File: src/rtl/zilla_pkg.sv
`default_nettype none
// ============================================================================
//  Module      : zilla_pkg
//  Description : Shared definitions for the zilla adder arbiter slice.
//                Adder width, response-slot state encoding and a reusable
//                round-robin pick function for fabric arbiters of up to
//                eight requesters.
//  Revision    : 1.0 - initial release
// ============================================================================
package zilla_pkg;

    localparam int ADDER_W  = 8;
    localparam int RR_MAX   = 8;   // widest arbiter rr_pick can serve
    localparam int RR_IDX_W = 3;   // clog2(RR_MAX)

    // Response slot: EMPTY means rsp_valid=0, FULL means rsp_valid=1.
    typedef enum logic [0:0] {
        EMPTY = 1'b0,
        FULL  = 1'b1
    } slot_state_t;

    typedef struct packed {
        logic                found;
        logic [RR_IDX_W-1:0] idx;
    } rr_pick_t;

    // Returns the first set bit of valid scanning ptr, ptr+1, ... wrapping
    // at num. Bits of valid at or above num are ignored. ptr must be < num.
    function automatic rr_pick_t rr_pick(
        input logic [RR_MAX-1:0]   valid,
        input logic [RR_IDX_W-1:0] ptr,
        input logic [RR_IDX_W:0]   num
    );
        rr_pick_t            r;
        logic [RR_IDX_W:0]   k;
        r = '0;
        for (int i = 0; i < RR_MAX; i++) begin
            // ptr < num and i < num, so one conditional subtract wraps.
            k = {1'b0, ptr} + (RR_IDX_W+1)'(i);
            if (k >= num) begin
                k = k - num;
            end
            if (((RR_IDX_W+1)'(i) < num) && !r.found && valid[k[RR_IDX_W-1:0]]) begin
                r.found = 1'b1;
                r.idx   = k[RR_IDX_W-1:0];
            end
        end
        return r;
    endfunction

endpackage
`default_nettype wire

File: src/rtl/cla_adder_8bit.sv
`default_nettype none
// ============================================================================
//  Module      : cla_adder_8bit
//  Description : 8-bit carry-lookahead adder built from two 4-bit lookahead
//                groups. No carry-in, no carry-out: sum = (ain + bin) mod 256.
//  Ports       : ain [7:0] in, bin [7:0] in, sum [7:0] out
//  Revision    : 1.0 - initial release
// ============================================================================
module cla_adder_8bit (
    input  logic [7:0] ain,
    input  logic [7:0] bin,
    output logic [7:0] sum
);

    logic [7:0] w_g;
    logic [7:0] w_p;
    logic [7:0] w_c;

    assign w_g = ain & bin;
    assign w_p = ain ^ bin;

    assign w_c[0] = 1'b0;

    // Group generate of the low nibble is the carry into the high nibble.
    assign w_c[4] = w_g[3]
                  | (w_p[3] & w_g[2])
                  | (w_p[3] & w_p[2] & w_g[1])
                  | (w_p[3] & w_p[2] & w_p[1] & w_g[0]);

    for (genvar b = 0; b < 2; b++) begin : g_blk
        localparam int c_L = 4 * b;
        assign w_c[c_L+1] = w_g[c_L]
                          | (w_p[c_L] & w_c[c_L]);
        assign w_c[c_L+2] = w_g[c_L+1]
                          | (w_p[c_L+1] & w_g[c_L])
                          | (w_p[c_L+1] & w_p[c_L] & w_c[c_L]);
        assign w_c[c_L+3] = w_g[c_L+2]
                          | (w_p[c_L+2] & w_g[c_L+1])
                          | (w_p[c_L+2] & w_p[c_L+1] & w_g[c_L])
                          | (w_p[c_L+2] & w_p[c_L+1] & w_p[c_L] & w_c[c_L]);
    end

    assign sum = w_p ^ w_c;

endmodule
`default_nettype wire

File: src/rtl/zilla_rr_arbiter.sv
`default_nettype none
// ============================================================================
//  Module      : zilla_rr_arbiter
//  Description : Round-robin arbiter: priority pointer register plus one-hot
//                grant. The pointer moves to winner+1 (wrapping at NUM_REQ-1)
//                on every grant and holds otherwise.
//  Ports       : clk, rst        clock, synchronous active-high reset
//                req_valid  in   per-requester request
//                can_accept in   downstream slot can take a result this cycle
//                grant      out  one-hot grant, all zero when nothing granted
//                grant_id   out  index of the winner (valid when grant_any)
//                grant_any  out  a grant is issued this cycle
//  Revision    : 1.0 - initial release
// ============================================================================
module zilla_rr_arbiter
    import zilla_pkg::*;
#(
    parameter int NUM_REQ = 4,
    parameter int ID_W    = 2
) (
    input  logic               clk,
    input  logic               rst,
    input  logic [NUM_REQ-1:0] req_valid,
    input  logic               can_accept,
    output logic [NUM_REQ-1:0] grant,
    output logic [ID_W-1:0]    grant_id,
    output logic               grant_any
);

    logic [ID_W-1:0]     r_ptr;
    logic [RR_MAX-1:0]   w_valid_ext;
    logic [RR_IDX_W-1:0] w_ptr_ext;
    rr_pick_t            w_pick;

    always_comb begin
        w_valid_ext                = '0;
        w_valid_ext[NUM_REQ-1:0]   = req_valid;
        w_ptr_ext                  = '0;
        w_ptr_ext[ID_W-1:0]        = r_ptr;
    end

    assign w_pick    = rr_pick(w_valid_ext, w_ptr_ext, (RR_IDX_W+1)'(NUM_REQ));
    assign grant_id  = w_pick.idx[ID_W-1:0];
    assign grant_any = w_pick.found & can_accept;

    always_comb begin
        grant = '0;
        if (grant_any) begin
            grant[grant_id] = 1'b1;
        end
    end

    always_ff @(posedge clk) begin
        if (rst) begin
            r_ptr <= '0;
        end else if (grant_any) begin
            // Explicit wrap so non-power-of-2 NUM_REQ never reaches an
            // index that has no port.
            if (grant_id == ID_W'(NUM_REQ - 1)) begin
                r_ptr <= '0;
            end else begin
                r_ptr <= grant_id + 1'b1;
            end
        end
    end

endmodule
`default_nettype wire

File: src/rtl/zilla_adder_arbiter.sv
`default_nettype none
// ============================================================================
//  Module      : zilla_adder_arbiter
//  Description : Shares one 8-bit carry-lookahead adder between NUM_REQ
//                requesters. Round-robin valid/ready arbitration feeds a
//                single registered response slot tagged with requester ID
//                and a locally derived carry-out.
//  Ports       : clk, rst        clock, synchronous active-high reset
//                req_valid  in   [NUM_REQ]    per-requester request
//                req_ain    in   [NUM_REQ*8]  operand A, requester i at [8i+:8]
//                req_bin    in   [NUM_REQ*8]  operand B, same packing
//                req_ready  out  [NUM_REQ]    one-hot grant
//                rsp_valid  out               response slot holds a result
//                rsp_ready  in                consumer takes the response
//                rsp_sum    out  [8]          (A+B) mod 256
//                rsp_cout   out               carry out of bit 7
//                rsp_id     out  [ID_W]       requester that produced it
//  Revision    : 1.0 - initial release
// ============================================================================
module zilla_adder_arbiter
    import zilla_pkg::*;
#(
    parameter int NUM_REQ = 4,
    parameter int ID_W    = 2
) (
    input  logic                       clk,
    input  logic                       rst,
    input  logic [NUM_REQ-1:0]         req_valid,
    input  logic [NUM_REQ*ADDER_W-1:0] req_ain,
    input  logic [NUM_REQ*ADDER_W-1:0] req_bin,
    output logic [NUM_REQ-1:0]         req_ready,
    output logic                       rsp_valid,
    input  logic                       rsp_ready,
    output logic [ADDER_W-1:0]         rsp_sum,
    output logic                       rsp_cout,
    output logic [ID_W-1:0]            rsp_id
);

    slot_state_t         r_state;
    logic [ADDER_W-1:0]  r_sum;
    logic                r_cout;
    logic [ID_W-1:0]     r_id;

    logic                w_can_accept;
    logic [ID_W-1:0]     w_grant_id;
    logic                w_grant_any;
    logic [ADDER_W-1:0]  w_a;
    logic [ADDER_W-1:0]  w_b;
    logic [ADDER_W-1:0]  w_sum;
    logic                w_cout;

    // Slot frees up either because it is empty or because the consumer
    // drains it this very cycle (pass-through). Reset blocks all grants.
    assign w_can_accept = ~rst & ((r_state == EMPTY) | rsp_ready);

    zilla_rr_arbiter #(
        .NUM_REQ (NUM_REQ),
        .ID_W    (ID_W)
    ) u_arb (
        .clk        (clk),
        .rst        (rst),
        .req_valid  (req_valid),
        .can_accept (w_can_accept),
        .grant      (req_ready),
        .grant_id   (w_grant_id),
        .grant_any  (w_grant_any)
    );

    assign w_a = req_ain[w_grant_id*ADDER_W +: ADDER_W];
    assign w_b = req_bin[w_grant_id*ADDER_W +: ADDER_W];

    cla_adder_8bit u_adder (
        .ain (w_a),
        .bin (w_b),
        .sum (w_sum)
    );

    // The adder has no carry-out; recover it from the top operand bits and
    // the top sum bit (a carry into bit 7 flips s7 relative to a7^b7).
    assign w_cout = (w_a[ADDER_W-1] & w_b[ADDER_W-1])
                  | ((w_a[ADDER_W-1] | w_b[ADDER_W-1]) & ~w_sum[ADDER_W-1]);

    always_ff @(posedge clk) begin
        if (rst) begin
            r_state <= EMPTY;
            r_sum   <= '0;
            r_cout  <= 1'b0;
            r_id    <= '0;
        end else if (w_grant_any) begin
            r_state <= FULL;
            r_sum   <= w_sum;
            r_cout  <= w_cout;
            r_id    <= w_grant_id;
        end else if (rsp_ready) begin
            // Drained with nothing new: payload holds its last value.
            r_state <= EMPTY;
        end
    end

    assign rsp_valid = (r_state == FULL);
    assign rsp_sum   = r_sum;
    assign rsp_cout  = r_cout;
    assign rsp_id    = r_id;

endmodule
`default_nettype wire

File: config.mk
export PLATFORM = sky130hd
export DESIGN_NAME = zilla_adder_arbiter
export DESIGN_NICKNAME = d
export VERILOG_FILES = /design/src/rtl/zilla_pkg.sv /design/src/rtl/cla_adder_8bit.sv /design/src/rtl/zilla_rr_arbiter.sv /design/src/rtl/zilla_adder_arbiter.sv
export SDC_FILE = /design/constraint.sdc
export NUM_CORES = 1
export LEC_CHECK = 0
export CORE_UTILIZATION = 65
export CTS_BUF_LIST = sky130_fd_sc_hd__clkbuf_4 sky130_fd_sc_hd__clkbuf_8
export DETAILED_ROUTE_END_ITERATION = 16
export DONT_BUFFER_PORTS = 1
export GPL_ROUTABILITY_DRIVEN = 0
export PLACE_DENSITY_LB_ADDON = 0.12
export SYNTH_ARGS = -nofsm -noshare
export SYNTH_HDL_FRONTEND = slang
export SYNTH_HIERARCHICAL = 1
export SYNTH_SLANG_ARGS = --single-unit
File: constraint.sdc
create_clock -name clk -period 9.5 [get_ports clk]
set_input_delay 1.9 -clock clk [delete_from_list [all_inputs] [get_ports clk]]
set_output_delay 1.9 -clock clk [all_outputs]
set_load 0.03 [all_outputs]
# Word-level counts from Yosys, hierarchy flattened
# Index checks and enable logic that the tools add are counted.
op_classes:
  add_sub_neg: 8
  n_lt_le_gt_ge: 10
  eq_ne: 1
  n_shift: 2
  muxes: 22
  bitwise: 43
  n_reduce_logical: 8
ops:
  columns: ["operator", "n"]
  rows:
  - ["$shiftx 32x6->8", 2]
  - ["$and 1x1->1", 22]
  - ["$mux 4", 5]
  - ["$lt 3x4->1 const B", 4]
  - ["$xor 8x8->8", 2]
  - ["$or 1x1->1", 15]
  - ["$bmux 1 s3", 4]
  - ["$ge 4x3->1 const B", 3]
  - ["$mux 3", 4]
  - ["$sub 3x3->3 const B", 3]
  - ["$and 7x7->7", 1]
  - ["$mux 1", 7]
  - ["$add 2x2->3 const B", 2]
  - ["$logic_and 1x1->1", 4]
  - ["$add 2x1->3 const B", 1]
  - ["$ge 2x3->1 const B", 1]
  - ["$logic_not 1->1", 3]
  - ["$lt 2x3->1 const B", 1]
  - ["$not 1->1", 3]
  - ["$sub 2x3->3 const B", 1]
  - ["$add 2x1->2 const B", 1]
  - ["$demux 1 s2", 1]
  - ["$eq 2x2->1 const B", 1]
  - ["$ge 2x1->1 const B", 1]
  - ["other kinds (2)", 2]
totals:
  regBits: 14
  inputBits: 71
  output_inout_bits: 16
  word_cells: 99

# Longest topological paths before layout
depth:
  ltp_word: 26
  ltp_mapped: 15
  ltp_nobuf: 13

# By module
# The synthesis kept the hierarchy.
modules_own_cells:
  columns: ["module", "n_inst", "cells_per_inst", "area_each_um2", "seq_area_each_um2"]
  rows:
  - ["zilla_adder_arbiter", 1, 65, 852.1, 240.2]
  - ["cla_adder_8bit", 1, 32, 279.0, 0.0]
  - ["zilla_rr_arbiter", 1, 31, 254.0, 40.0]

# Worst setup path before layout
# No wires, ideal clock.
synth_timing:
  kind: "input to register"
  startpoint: "in req_valid[2]"
  endpoint: "reg r_sum[5], in the netlist rsp_sum[5]"
  setup_time_ns: 0.128
  arrival_ns: 4.815
  required_time_ns: 9.372
  path_slack_ns: 4.558
  path_stages: 14
  n_path_buf: 2
  cell_sequence: "inv_1 -> o221ai_1 -> a21oi_2 -> buf_6 -> buf_4 -> mux4_2 -> ha_1 -> a41o_1 -> a21oi_2 -> inv_1 -> fa_1 -> xor2_1 -> mux2i_1 -> nor2_1"
synth_between:
  elab_chain_cells: 21
  elab_cells_between_ends: 34
  cone_classes: "2 x shift; 12 x mux; 14 x bitwise; 6 x reduce/logical"
synth_rtl:
  columns: ["item", "line", "source"]
  rows:
  - ["from (decl)", "zilla_adder_arbiter.sv:28", "input logic [NUM_REQ-1:0] req_valid,"]
  - ["$bmux 1 s3", "zilla_pkg.sv:43", "if (((RR_IDX_W+1)'(i) < num) && !r.found && valid[k[RR_IDX_W-1:0]]) begin"]
  - ["$mux 1 (not written as such)", "zilla_pkg.sv:43", null]
  - ["$mux 4", "zilla_pkg.sv:43", null]
  - ["$logic_not 1->1", "zilla_pkg.sv:43", null]
  - ["$logic_and 1x1->1", "zilla_pkg.sv:43", null]
  - ["$mux 4", "zilla_pkg.sv:43", null]
  - ["$logic_not 1->1", "zilla_pkg.sv:43", null]
  - ["$logic_and 1x1->1", "zilla_pkg.sv:43", null]
  - ["(+4 left out)", null, null]
  - ["net w_grant_id[0]", "zilla_adder_arbiter.sv:45", "logic [ID_W-1:0] w_grant_id;"]
  - ["(+1 left out)", null, null]
  - ["net w_a[2]", "zilla_adder_arbiter.sv:47", "logic [ADDER_W-1:0] w_a;"]
  - ["(+1 left out)", null, null]
  - ["$and 1x1->1, on equally long branches", "cla_adder_8bit.sv:26, cla_adder_8bit.sv:27, cla_adder_8bit.sv:28", null]
  - ["$or 1x1->1 (tied with other cells)", "cla_adder_8bit.sv:26", "| (w_p[3] & w_g[2])"]
  - ["$or 1x1->1 / $and 1x1->1 (equally long branches)", "cla_adder_8bit.sv:27, cla_adder_8bit.sv:28", null]
  - ["$or 1x1->1 *", "cla_adder_8bit.sv:28", "| (w_p[3] & w_p[2] & w_p[1] & w_g[0]);"]
  - ["$and 1x1->1 *", "cla_adder_8bit.sv:33", "| (w_p[c_L] & w_c[c_L]);"]
  - ["$or 1x1->1 *", "cla_adder_8bit.sv:33", null]
  - ["$xor 8x8->8 *", "cla_adder_8bit.sv:43", "assign sum = w_p ^ w_c;"]
  - ["net w_sum[5]", "zilla_adder_arbiter.sv:49", "logic [ADDER_W-1:0] w_sum;"]
  - ["to (signal assigned)", "zilla_adder_arbiter.sv:91", "r_sum <= w_sum;"]
  - ["to (decl)", "zilla_adder_arbiter.sv:40", "logic [ADDER_W-1:0] r_sum;"]
# Mark *: on every way through the listed nets, which the timed path passes. The rest lies on a longest branch. The select of a mux whose other input is x is not followed.
# A chain may end at the register's enable or synchronous reset.

# Worst setup path in the final report
layout_timing:
  startpoint: "in req_valid[0]"
  endpoint: "out req_ready[2]"
layout_between:
  elab_chain_cells: 17
  elab_cells_between_ends: 25
  cone_classes: "2 x order compare; 15 x mux; 1 x bitwise; 7 x reduce/logical"
layout_rtl:
  columns: ["item", "line", "source"]
  rows:
  - ["$bmux 1 s3", "zilla_pkg.sv:43", null]
  - ["$mux 1 (not written as such)", "zilla_pkg.sv:43", null]
  - ["$mux 4", "zilla_pkg.sv:43", null]
  - ["$logic_not 1->1", "zilla_pkg.sv:43", null]
  - ["$logic_and 1x1->1", "zilla_pkg.sv:43", null]
  - ["$mux 4", "zilla_pkg.sv:43", null]
  - ["$logic_not 1->1", "zilla_pkg.sv:43", null]
  - ["$logic_and 1x1->1", "zilla_pkg.sv:43", null]
  - ["(+2 left out)", null, null]
  - ["$logic_and 1x1->1", "zilla_pkg.sv:43", null]
  - ["$mux 4 *", "zilla_pkg.sv:43", null]
  - ["net w_grant_id[1]", "zilla_adder_arbiter.sv:45", null]
  - ["$lt 2x3->1 (not written as such) / $ge 2x1->1 (equally long branches)", "zilla_rr_arbiter.sv:49", "grant[grant_id] = 1'b1;"]
  - ["$logic_and 1x1->1 (not written as such)", "zilla_rr_arbiter.sv:49", null]
  - ["$mux 1 (not written as such)", "zilla_rr_arbiter.sv:49", null]
  - ["$demux 1 s2 *", null, null]
  - ["$mux 4 *", "zilla_rr_arbiter.sv:48", "if (grant_any) begin"]
  - ["to (decl)", "zilla_adder_arbiter.sv:31", "output logic [NUM_REQ-1:0] req_ready,"]
# Marked as above.

==> flow_summary.yaml <==
synthesis:
  synth_mux_area_frac: 0.356
  ys.warnings.count: 6
  ys_ff_latch: 14
  synth-seq-area-share: 0.202
  synthSimpleGateAreaFrac: 0.0885
  syn_inst: 128
  synth_top_area_cell: "dfxtp_1"
  synth.cell_area_mm2: 0.00139
  synth_xor_area_frac: 0.0379
  synth-adder-area-share: 0.128
  syn_nets: 212
  avgSynthCellArea_um2: 10.8
  synth-compound-area-share: 0.120
  yosys.cell_types.count: 34
  synthTopCellsByArea: "dfxtp_1, mux4_2, mux4_1, ha_1, mux2i_1"
  yosys.area.top_type_share: 0.202
  synth_top_family_by_area: "multiplexers"
route:
  drtIter0Drc: 16
  viasPerCell: 6.60
  num_vias: 1010
  routedWlPerCell_um: 19.3
  drtAntennaViolNets: 0
  drc: 0
  dr.pass1.iters: 4
  routed_wl_um: 2950
timing:
  min_period_over_period: 0.561
  max_freq_mhz: 188
  tightest_slew_ps: 780
  setup_ws_ps: 4170
  clock_skew_ps: 2.10
  rsz0062_at_grt: "false"
  drv_slew: 0
  finalSetupTns_ps: 0
  setup_viol: 0
  slew_headroom: 0.480
  hold_viol: 0
  fin_hold_ws_ps: 566
  fin_crit_ps: 5330
worst_setup_path:
  path_buf_inv: 0
  crit_path_max_incr_delay_ps: 670
  endpoint_kind: "primary output"
  crit_top_cell: "nor2_1"
  worstPathMaxFanout: 19
  crit_arrival_ps: 3430
  cp_top_family: "compound AO/OA/AOI/OAI gates"
  crit_type: "primary input to primary output"
  worst_r2r_path_depth: 13
  r2r-end: "rsp_sum[5]$_SDFFE_PP0P_"
  crit_required_ps: 7600
  crit_path_top_delay_cell: "o22a_1"
  crit_path_cell_trace: "a21oi_1 > nor2_1 > nor2_1 > o22a_1 > ha_1 > and2_1"
  start_kind: "primary input"
  r2r_start: "u_arb/r_ptr[1]$_SDFFE_PP0P_"
  ff2ff_setup_slack_ps: 6030
final_layout:
  fin_util: 0.718
  final_common_cell: "nor2_1"
  fillCellCount: 133
  nets: 211
  final_cell_mix: "nor2_1, dfxtp_1, inv_1"
  layout-drive-gt1-share: 0.175
  syn2layout_area_growth_pct: 2.71
  n_antenna_cell: 0
global_route:
  grt_pass1_wl_um: 4060
  grt_util_met2: 0.509
  grt_use_met3: 0.0778
  grt_overflow: 0
  grt.busiest_layer: "met2"
  grtUsageTotal: 0.265
  antenna_found_initial: 0
  grt_max_degree: 22
  grt_util_met1: 0.277
  grt_pass1_vias: 930
clock_network:
  cts-root-buf: "clkbuf_4"
  cts_resized: 0
  cts_sinks: 14
  clkLatencyLatePin_ps: 280
  cts.path.max_buffers: 2
  cts_made_buffers: 3
  clkTransAtPathRegs_ps: 90
  cts_tree: "done"
  htreeDepth: 1
  post_cts_buffers: 0
  cts_hold_repair.buffers: 0
power_and_ir_drop:
  vdd_drop_max_uv: 115
  p_per_area_mw_per_mm2: 202
  p_leak_uw: 0.000597
floorplan:
  die_w_um: 48.2
  io_pins: 87
  core_mm2: 0.00198
  die_h_um: 48.2
  dieArea_mm2: 0.00232
  start_util: 0.699
  rows: 16
min_path:
  min_delay_worst_endpoint: "u_arb/r_ptr[0]$_SDFFE_PP0P_"
  whs_path_depth: 2
  min_path_type: "flop to flop"
  min_from: "u_arb/r_ptr[0]$_SDFFE_PP0P_"
place:
  place_ws_ps: 4200
  port_buffers: 0
  dp_hpwl_um: 2390
job:
  cap_violations: 0
outcome:
  outcome: "finished clean"
cells in the mapped netlist, drive strengths merged:
cell type and n:
a211oi 1, a21o 2, a21oi 6, a31oi 2, a41o 1, and2 4, buf 4, clkbuf 3
dfxtp 14, fa 2, ha 11, inv 14, mux2i 11, mux4 16, nand2 1, nand2b 1
nand3 1, nor2 18, nor2b 2, o21ai 2, o221ai 3, o22a 1, o22ai 2, xnor2 5
xor2 1
worst reg2reg max path, delay by kind of cell (launching register included):
family	cells	cell delay (ps)
mux	2	540
xor+xnor	1	180
buf+inv	1	80
fa+ha+maj	2	750
simple gates	3	220
flops	1	360
compound gates	4	1240
cell families (layout without fill, tap and decap cells):
group / after synthesis / after routing
AOI/OAI and AO/OA: 20 / 20
xor gates and xnor gates: 6 / 6
adders and majority gates: 13 / 13
buffers and inverters: 21 / 19
DFF: 14 / 14
muxes: 27 / 27
and+or+nand+nor: 27 / 27
layer usage:
layer | routed length [µm] | up-vias
li1 | - | 470
met1 | 1060 | 483
met2 | 1630 | 55
met3 | 253 | 2
met4 | 8 | 0
met5 | 0 | -
final cells by class:
type,instances,area (µm²),area share
Multi-Input combinational cell,93,1010,0.712
Tap cell,27,33.8,0.0237
Sequential cell,14,280,0.197
Timing Repair Buffer,1,7.51,0.00528
Inverter,14,52.6,0.0369
Clock buffer,4,36.3,0.0255
worst max path at each step:
stage	cells after the start	startpoint	slack (ps)	to
after floorplan	14	req_valid[2]	4560	rsp_sum[5]$_SDFFE_PP0P_
after global placement	6	req_valid[0]	4240	req_ready[3]
after detailed placement	6	req_valid[0]	4200	req_ready[2]
after CTS	6	req_valid[0]	4200	req_ready[2]
after global routing	6	req_valid[0]	4090	req_ready[2]
final	6	req_valid[0]	4170	req_ready[2]
per-stage QoR:
stage | cell area, µm² | cells | total power, µW
after floorplan | 1390 | 128 | 225
after CTS | 1420 | 153 | 288
final | 1420 | 153 | 287
after detailed placement | 1390 | 149 | 245
after global routing | 1420 | 153 | 309
after global placement | 1390 | 149 | 237
sequential cells by signal (all words and copies together), names as in the netlist:
name / flops
rsp_valid: 1
u_arb/r_ptr: 2
rsp_sum: 8
rsp_cout: 1
rsp_id: 2
power breakdown:
| part | leakage [µW] | switching, µW | internal (µW) |
|---|---|---|---|
| sequential | 0.000115 | 31.1 | 71.2 |
| combinational | 0.000461 | 71.7 | 69.3 |
| clock | 0.0000210 | 20.1 | 23.3 |
No activity file was read; power rests on OpenSTA's default activity.
